$ cat src/rtl/bomba_alternador.sv
// Duplex pump scheduler: debounces the tank level sensors, alternates the lead
// pump per fill, adds the lag pump on sustained demand and fails over on faults.
module bomba_alternador #(
    parameter int TICK_DIV      = 1000,
    parameter int DEB_TICKS     = 4,
    parameter int MIN_OFF_TICKS = 8,
    parameter int LAG_TICKS     = 16
) (
    input  logic       clk,
    input  logic       rst_n,
    input  logic       ena,
    input  logic [2:0] sensores_i,
    input  logic [1:0] falla_i,
    output logic [1:0] bomba_o,
    output logic       alarma_o,
    output logic       lead_o,
    output logic [2:0] estado_o
);

    // state    | meaning
    // IDLE     | pumps off, waiting for an empty tank
    // RUN_LEAD | lead pump running
    // RUN_BOTH | lead and lag pumps running
    // BLOCK    | minimum off time after a fill or a cleared fault
    // FAULT    | invalid sensor code or both pumps faulted, alarm raised

    localparam int TW = $clog2(TICK_DIV);
    localparam int DW = $clog2(DEB_TICKS + 1);
    localparam int OW = $clog2(MIN_OFF_TICKS + 1);
    localparam int LW = $clog2(LAG_TICKS + 1);

    localparam logic [TW-1:0] TICK_LAST = TW'(TICK_DIV - 1);
    localparam logic [DW-1:0] DEB_MAX   = DW'(DEB_TICKS);
    localparam logic [OW-1:0] OFF_LOAD  = OW'(MIN_OFF_TICKS);
    localparam logic [LW-1:0] LAG_LOAD  = LW'(LAG_TICKS);

    typedef enum logic [2:0] {
        IDLE     = 3'b000,
        RUN_LEAD = 3'b001,
        RUN_BOTH = 3'b010,
        BLOCK    = 3'b011,
        FAULT    = 3'b100
    } state_t;

    logic [2:0]    sens_meta, sens_sync;
    logic [TW-1:0] tick_cnt;
    logic          tick;
    logic [2:0]    cand, level;
    logic [DW-1:0] stable, stable_inc;
    logic          code_ok;

    state_t        state, state_n;
    logic          lead, lead_n;
    logic [1:0]    bomba, bomba_n;
    logic          alarma, alarma_n;
    logic [LW-1:0] lag_cnt, lag_n;
    logic [OW-1:0] off_cnt, off_n;

    assign tick       = (tick_cnt == TICK_LAST);
    assign stable_inc = (stable == DEB_MAX) ? stable : stable + DW'(1);
    assign code_ok    = (level == 3'b000) || (level == 3'b001) ||
                        (level == 3'b011) || (level == 3'b111);

    // Sensor front end resets to "full" so nothing pumps before real data is accepted.
    always_ff @(posedge clk or negedge rst_n) begin
        if (!rst_n) begin
            sens_meta <= 3'b111;
            sens_sync <= 3'b111;
            tick_cnt  <= '0;
            cand      <= 3'b111;
            stable    <= '0;
            level     <= 3'b111;
        end else begin
            sens_meta <= sensores_i;
            sens_sync <= sens_meta;
            tick_cnt  <= tick ? '0 : tick_cnt + TW'(1);
            if (tick) begin
                if (sens_sync == cand) begin
                    stable <= stable_inc;
                    if (stable_inc == DEB_MAX)
                        level <= cand;
                end else begin
                    cand   <= sens_sync;
                    stable <= '0;
                end
            end
        end
    end

    always_ff @(posedge clk or negedge rst_n) begin
        if (!rst_n) begin
            state   <= IDLE;
            lead    <= 1'b0;
            bomba   <= 2'b00;
            alarma  <= 1'b0;
            lag_cnt <= '0;
            off_cnt <= '0;
        end else begin
            state   <= state_n;
            lead    <= lead_n;
            bomba   <= bomba_n;
            alarma  <= alarma_n;
            lag_cnt <= lag_n;
            off_cnt <= off_n;
        end
    end

    always_comb begin
        state_n = state;
        lead_n  = lead;
        lag_n   = lag_cnt;
        off_n   = off_cnt;

        if (tick && (state == RUN_LEAD) && (lag_cnt != '0))
            lag_n = lag_cnt - LW'(1);
        if (tick && (state == BLOCK) && (off_cnt != '0))
            off_n = off_cnt - OW'(1);

        if (!code_ok || (falla_i == 2'b11)) begin
            state_n = FAULT;
        end else if (!ena && (state != FAULT)) begin
            state_n = IDLE;
        end else begin
            case (state)
                IDLE: begin
                    if (level == 3'b000) begin
                        state_n = RUN_LEAD;
                        lag_n   = LAG_LOAD;
                    end
                end
                RUN_LEAD: begin
                    if (level == 3'b111) begin
                        state_n = BLOCK;
                        lead_n  = ~lead;
                        off_n   = OFF_LOAD;
                    end else if (falla_i[lead]) begin
                        lead_n = ~lead;
                        lag_n  = LAG_LOAD;
                    end else if ((lag_cnt == '0) && !level[1] && (falla_i == 2'b00)) begin
                        state_n = RUN_BOTH;
                    end
                end
                RUN_BOTH: begin
                    if (level == 3'b111) begin
                        state_n = BLOCK;
                        lead_n  = ~lead;
                        off_n   = OFF_LOAD;
                    end else if (falla_i[0] ^ falla_i[1]) begin
                        // the healthy pump is pump 1 exactly when pump 0 is faulted
                        state_n = RUN_LEAD;
                        lead_n  = falla_i[0];
                        lag_n   = LAG_LOAD;
                    end
                end
                BLOCK: begin
                    if (off_cnt == '0)
                        state_n = IDLE;
                end
                FAULT: begin
                    if (falla_i == 2'b00) begin
                        state_n = BLOCK;
                        off_n   = OFF_LOAD;
                    end
                end
                default: state_n = IDLE;
            endcase
        end

        case (state_n)
            RUN_LEAD: bomba_n = lead_n ? 2'b10 : 2'b01;
            RUN_BOTH: bomba_n = 2'b11;
            default:  bomba_n = 2'b00;
        endcase
        alarma_n = (state_n == FAULT);
    end

    assign bomba_o  = bomba;
    assign alarma_o = alarma;
    assign lead_o   = lead;
    assign estado_o = state;

endmodule
$ cat config.mk
export PLATFORM = sky130hd
export DESIGN_NAME = bomba_alternador
export DESIGN_NICKNAME = d
export VERILOG_FILES = /design/src/rtl/bomba_alternador.sv
export SDC_FILE = /design/constraint.sdc
export NUM_CORES = 1
export LEC_CHECK = 0
export CAP_MARGIN = 20
export CORE_MARGIN = 2
export CORE_UTILIZATION = 45
export CTS_CLUSTER_SIZE = 28
export DETAILED_ROUTE_END_ITERATION = 6
export PLACE_DENSITY = 0.68
export SYNTH_ARGS = -nofsm -noshare
export SYNTH_HDL_FRONTEND = slang
export SYNTH_SLANG_ARGS = --single-unit
export TNS_END_PERCENT = 50
$ cat constraint.sdc
create_clock -name clk -period 3.2 [get_ports clk]
set_clock_uncertainty 0.2 [all_clocks]
set_input_delay 0.64 -clock clk [delete_from_list [all_inputs] [get_ports clk]]
set_output_delay 0.64 -clock clk [all_outputs]
set_load 0.005 [all_outputs]
== Yosys cells after proc, flatten, opt, wreduce, memory -nomap -nowiden ==
Cells that the tools add are included.

* Reduce and logical (&&, ||, !) cells: 24
* $lt $le $gt $ge: 1
* Mux-type cells: 40
* Equal/unequal tests: 16
* $add $sub $neg: 4
* Multiply operators: 0
* Div/mod/pow operators: 0
* Bitwise operators: 3
* Shift operators: 0

{| class="wikitable"
|+ Operators with widths
! cell !! number
|-
| $mux 5 || 8
|-
| $mux 3 || 12
|-
| $mux 4 || 5
|-
| $eq 3x3->1 const B || 5
|-
| $pmux 3 s5 || 1
|-
| $pmux 5 s3 || 1
|-
| $eq 3x2->1 const B || 4
|-
| $add 10x1->10 const B || 1
|-
| $eq 10x10->1 const B || 1
|-
| $mux 10 || 1
|-
| $eq 3x1->1 const B || 3
|-
| $mux 1 || 8
|-
| $pmux 4 s2 || 1
|-
| $logic_and 1x1->1 || 7
|-
| $logic_not 3->1 || 2
|-
| $logic_not 5->1 || 1
|-
| $reduce_bool 5->1 || 1
|-
| $sub 5x1->5 const B || 1
|-
| $logic_not 4->1 || 1
|-
| $logic_or 1x1->1 || 4
|-
| $pmux 2 s2 || 1
|-
| $reduce_bool 4->1 || 1
|-
| $sub 4x1->4 const B || 1
|-
| $add 3x1->3 const B || 1
|-
| other kinds (13) || 16
|}

* Register bits after elaboration: 41
* Input bits: 8
* Logic and storage cells: 100
* Bits in read-only memories: 0
* Memories: 0
* Bits in writable memories: 0
* Latch bits: 0
* Output and inout bits: 7

== Logic depth before layout (Yosys ltp) ==
* Word-level depth: 11
* Depth in mapped cells: 8
* Mapped depth without buffers: 7

== Worst setup path before layout ==
OpenSTA, ideal clock, no wires.

* Path kind: in2reg
* Start: in falla_i[0]
* End: reg bomba[0], in the netlist bomba_o[0]
* Cell stages on the path: 6
* Arrival: 2083 ps
* Library setup time: 119 ps
* Setup slack: 798 ps
* Buffers on the path: 0
* Data required time: 2881 ps
* Cell sequence: ha_1 > or3b_4 > o41a_1 > o311ai_2 > nor4b_2 > o21ba_1

{| class="wikitable"
|+ RTL lines
! element !! line !! RTL
|-
| start: declaration || 13 || <nowiki>input logic [1:0] falla_i,</nowiki>
|-
| $mux 1 (implied by the code) (2 in series) || 136 || <nowiki>end else if (falla_i[lead]) begin</nowiki>
|-
| $mux 1 || 136 ||
|-
| $mux 1 || 132 || <nowiki>if (level == 3'b111) begin</nowiki>
|-
| $pmux 1 s2 || 124 || <nowiki>case (state)</nowiki>
|-
| $mux 1 || 121 || <nowiki>end else if (!ena && (state != FAULT)) begin</nowiki>
|-
| $mux 1 * || 119 || <nowiki>if (!code_ok || (falla_i == 2'b11)) begin</nowiki>
|-
| net lead_n || 53 || <nowiki>logic lead, lead_n;</nowiki>
|-
| $mux 2 * || 170 || <nowiki>RUN_LEAD: bomba_n = lead_n ? 2'b10 : 2'b01;</nowiki>
|-
| $pmux 2 s2 * || 169 || <nowiki>case (state_n)</nowiki>
|-
| net bomba_n[0] || 54 || <nowiki>logic [1:0] bomba, bomba_n;</nowiki>
|-
| end signal: assignment || 101 || <nowiki>bomba <= bomba_n;</nowiki>
|-
| end: declaration || 54 ||
|}

Mark *: on every way through the listed nets, which the timed path passes. The rest lies on a longest branch. The select of a mux whose other input is x is not followed.
A chain may end at the register's enable or synchronous reset.

== Worst setup path in the final report ==
* Start: in falla_i[1]
* End: reg bomba[1], in the netlist bomba_o[1]

The elaborated chain is that of the path after synthesis.

==> impl_metrics.env <==
export IMPL_viasPerCell=5.39
export IMPL_maxCapViolations=0
export IMPL_ys_seq_area_frac=0.468
export IMPL_dieArea_um2=5520
export IMPL_dr_pass1_iters=4
export IMPL_crit_type="in2reg"
export IMPL_numCtsBuffers=5
export IMPL_synth_simple_area_share=0.217
export IMPL_worstHoldStart="sens_meta[2]"
export IMPL_muxShareOfSynthArea=0.0445
export IMPL_rrSetupSlack_ns=0.82
export IMPL_dpl_cell_area_um2=2420
export IMPL_synth_cells=215
export IMPL_min_period_over_period=0.842
export IMPL_synthAdderAreaFrac=0.0450
export IMPL_synth_edff_count=0
export IMPL_whs_path_depth=0
export IMPL_outcome="finished, final reports clean"
export IMPL_ff2ff_path_depth=7
export IMPL_internal_power_mw=0.857
export IMPL_die_h_um=74.3
export IMPL_cts_tree="done"
export IMPL_post_dp_hpwl_um=2780
export IMPL_area_growth_syn_to_layout_pct=12.8
export IMPL_fill_cells=449
export IMPL_synth_flop_cell="dfrtp_1"
export IMPL_htree_levels=2
export IMPL_p_sw_frac=0.280
export IMPL_tns_ns=0
export IMPL_p_per_area_nw_per_um2=475
export IMPL_ys_types=52
export IMPL_min_path_type="reg2reg"
export IMPL_cts_setup_buffers=0
export IMPL_r2r_start="lag_cnt[0]"
export IMPL_grt_max_degree=42
export IMPL_avgSynthCellArea_um2=10.3
export IMPL_synth_area_um2=2220
export IMPL_endpoint_kind="register"
export IMPL_power_share_combinational=0.213
export IMPL_final_max_slew_violation_count=0
export IMPL_track_usage=0.164
export IMPL_drt_iter0_markers=92
export IMPL_clk_pin_slew_ns=0.08
export IMPL_reg2reg_to="bomba_o[1]"
export IMPL_clock_sinks=41
export IMPL_io_buffers=14
export IMPL_tightestPinTransition_ns=0.886
export IMPL_io_pins=15
export IMPL_yosys_area_top_type="dfrtp_1"
export IMPL_diodes=0
export IMPL_yosys_warnings=0
export IMPL_synth_commonest_cells="29 x dfrtp_1, 19 x nor2_1, 14 x inv_1"
export IMPL_clkPwrFrac=0.287
export IMPL_async_flop_share=1.00
export IMPL_synth_top_family_by_area="simple AND/OR/NAND/NOR gates"
export IMPL_clock_latency_ns=0.29
export IMPL_antenna_found_initial=0
export IMPL_fin_area_um2=2510
export IMPL_drtAntennaViolNets=0
export IMPL_globalplace_congestion=0.868
export IMPL_start_util=0.468
export IMPL_synth_seq_cells=41
export IMPL_rows=25
export IMPL_hold_viol=0
export IMPL_rsz0062_at_grt="no"
export IMPL_synthMostInstantiatedCell="dfrtp_1"
export IMPL_drc=0
export IMPL_worst_ep_arrival_time_ns=2.71
export IMPL_nNetsFinal=246
export IMPL_max_slew_margin=0.409
export IMPL_grt_pass1_vias=1551
export IMPL_critPathRequiredTime_ns=3.22
export IMPL_fin_crit_ns=2.69
export IMPL_crit_fanout=4
export IMPL_finalSetupViolCount=0
export IMPL_clock_fmax_mhz=371
export IMPL_die_w_um=74.3
export IMPL_vias=1605
export IMPL_cts_resized=0
export IMPL_grt_pass1_wl_um=6890
export IMPL_coreArea_um2=4750
export IMPL_synth_compound_area_share=0.125
export IMPL_p_leak_nw=1.04
export IMPL_routedWlPerCell_um=13.2
export IMPL_synthXorXnorAreaFrac=0.0591
export IMPL_root_buffer="clkbuf_8"
export IMPL_routed_wl_um=3940
export IMPL_synth_nets=231
export IMPL_switching_power_mw=0.334
export IMPL_p_seq_frac=0.501
export IMPL_synth_top_area_frac=0.326
export IMPL_layout_drive_gt1_share=0.134
export IMPL_irDropWorstVdd_v=0.000330
export IMPL_cts_hold_buf=0
export IMPL_ys_top_cells_by_area="dfrtp_1 33%, dfstp_2 14%, ha_1 4.5%"
export IMPL_cts_max_path_buffers=2
export IMPL_hold_end="sens_sync[2]"
export IMPL_overflow=0
export IMPL_critPathLaunchType="input port"
## kinds of logic after synthesis
| group | Yosys count |
|---|---|
| adders and majority gates | 8 |
| buffers and inverters | 21 |
| AOI/OAI and AO/OA | 37 |
| and+or+nand+nor | 84 |
| xor gates and xnor gates | 15 |
| muxes | 9 |
| DFF | 41 |
## how the worst max path moves through the flow
stage / slack (ns) / to / cells past startpoint / from
2_1_floorplan: 0.80 / bomba_o[0] / 6 / falla_i[0]
3_3_place_gp: 0.21 / bomba_o[0] / 7 / falla_i[0]
3_5_place_dp: 0.20 / bomba_o[1] / 7 / falla_i[0]
4_1_cts: 0.51 / bomba_o[1] / 7 / falla_i[0]
5_1_grt: 0.31 / bomba_o[0] / 7 / falla_i[0]
6_report: 0.51 / bomba_o[1] / 7 / falla_i[1]
## per-stage QoR
step	hold WS (ns)	setup WS (ns)	std cells	utilization	total power, mW
6_report	0.158	0.506	298	0.527	1.19
5_1_grt	0.162	0.311	298	0.527	1.27
4_1_cts	0.160	0.510	298	0.527	1.21
3_5_place_dp	0.149	0.202	290	0.508	0.860
3_3_place_gp	0.146	0.209	290	0.508	0.863
2_1_floorplan	0.144	0.798	215	-	0.760
## sequential cells by signal (all words and copies together) (netlist names)
name / flops
sens_sync: 3
lag_cnt: 5
cand: 3
off_cnt: 4
bomba_o: 2
stable: 3
alarma_o: 1
lead_o: 1
tick_cnt: 10
estado_o: 3
sens_meta: 3
level: 3
## worst max-delay path: stages
cell	delay, ns
clkdlybuf4s50_1	0.47
ha_1	0.22
or3b_4	0.38
o41a_1	0.32
o311ai_2	0.37
nand4bb_1	0.14
a21oi_1	0.17
## power by group through the flow
| stage | logic [mW] | clock network, mW | registers (mW) |
|---|---|---|---|
| global placement | 0.257 | 0 | 0.605 |
| floorplan | 0.180 | 0 | 0.579 |
| CTS | 0.256 | 0.360 | 0.596 |
| detailed placement | 0.255 | 0 | 0.605 |
| global route | 0.286 | 0.378 | 0.602 |
| finish | 0.253 | 0.341 | 0.596 |
## area by class of cell
type | instances | area (um2) | area share
Clock buffer | 8 | 90.1 | 0.0359
Timing Repair Buffer | 15 | 143 | 0.0569
Multi-Input combinational cell | 153 | 1100 | 0.438
Tap cell | 67 | 83.8 | 0.0334
Inverter | 14 | 52.6 | 0.0210
Sequential cell | 41 | 1040 | 0.415
## metal layers
metal / global-route usage / wire length [um]
met4: 0.0794 / 65
met1: 0.214 / 1870
met3: 0.0285 / 142
met2: 0.265 / 1860
met5: 0 / 0
## cells in the final DEF (no fill, tap or decap), types with 2 or more instances in the layout
cell,n
a211oi_1,2
a21oi_1,7
and2_1,3
clkbuf_1,2
clkbuf_8,6
clkdlybuf4s50_1,13
dfrtp_1,29
dfstp_2,12
ha_1,8
inv_1,14
mux2_1,3
mux2_2,4
mux2i_1,2
nand2_1,10
nand2b_1,4
nand3_1,10
nand3b_1,3
nand4_1,4
nand4b_1,2
nor2_1,19
nor2b_1,8
nor3_1,4
nor3b_1,6
nor4b_1,2
o21ai_0,7
o21ai_1,3
o31ai_1,2
o41ai_1,2
xnor2_1,7
xor2_1,8
Note: power is estimated with default switching activity, not from simulation.
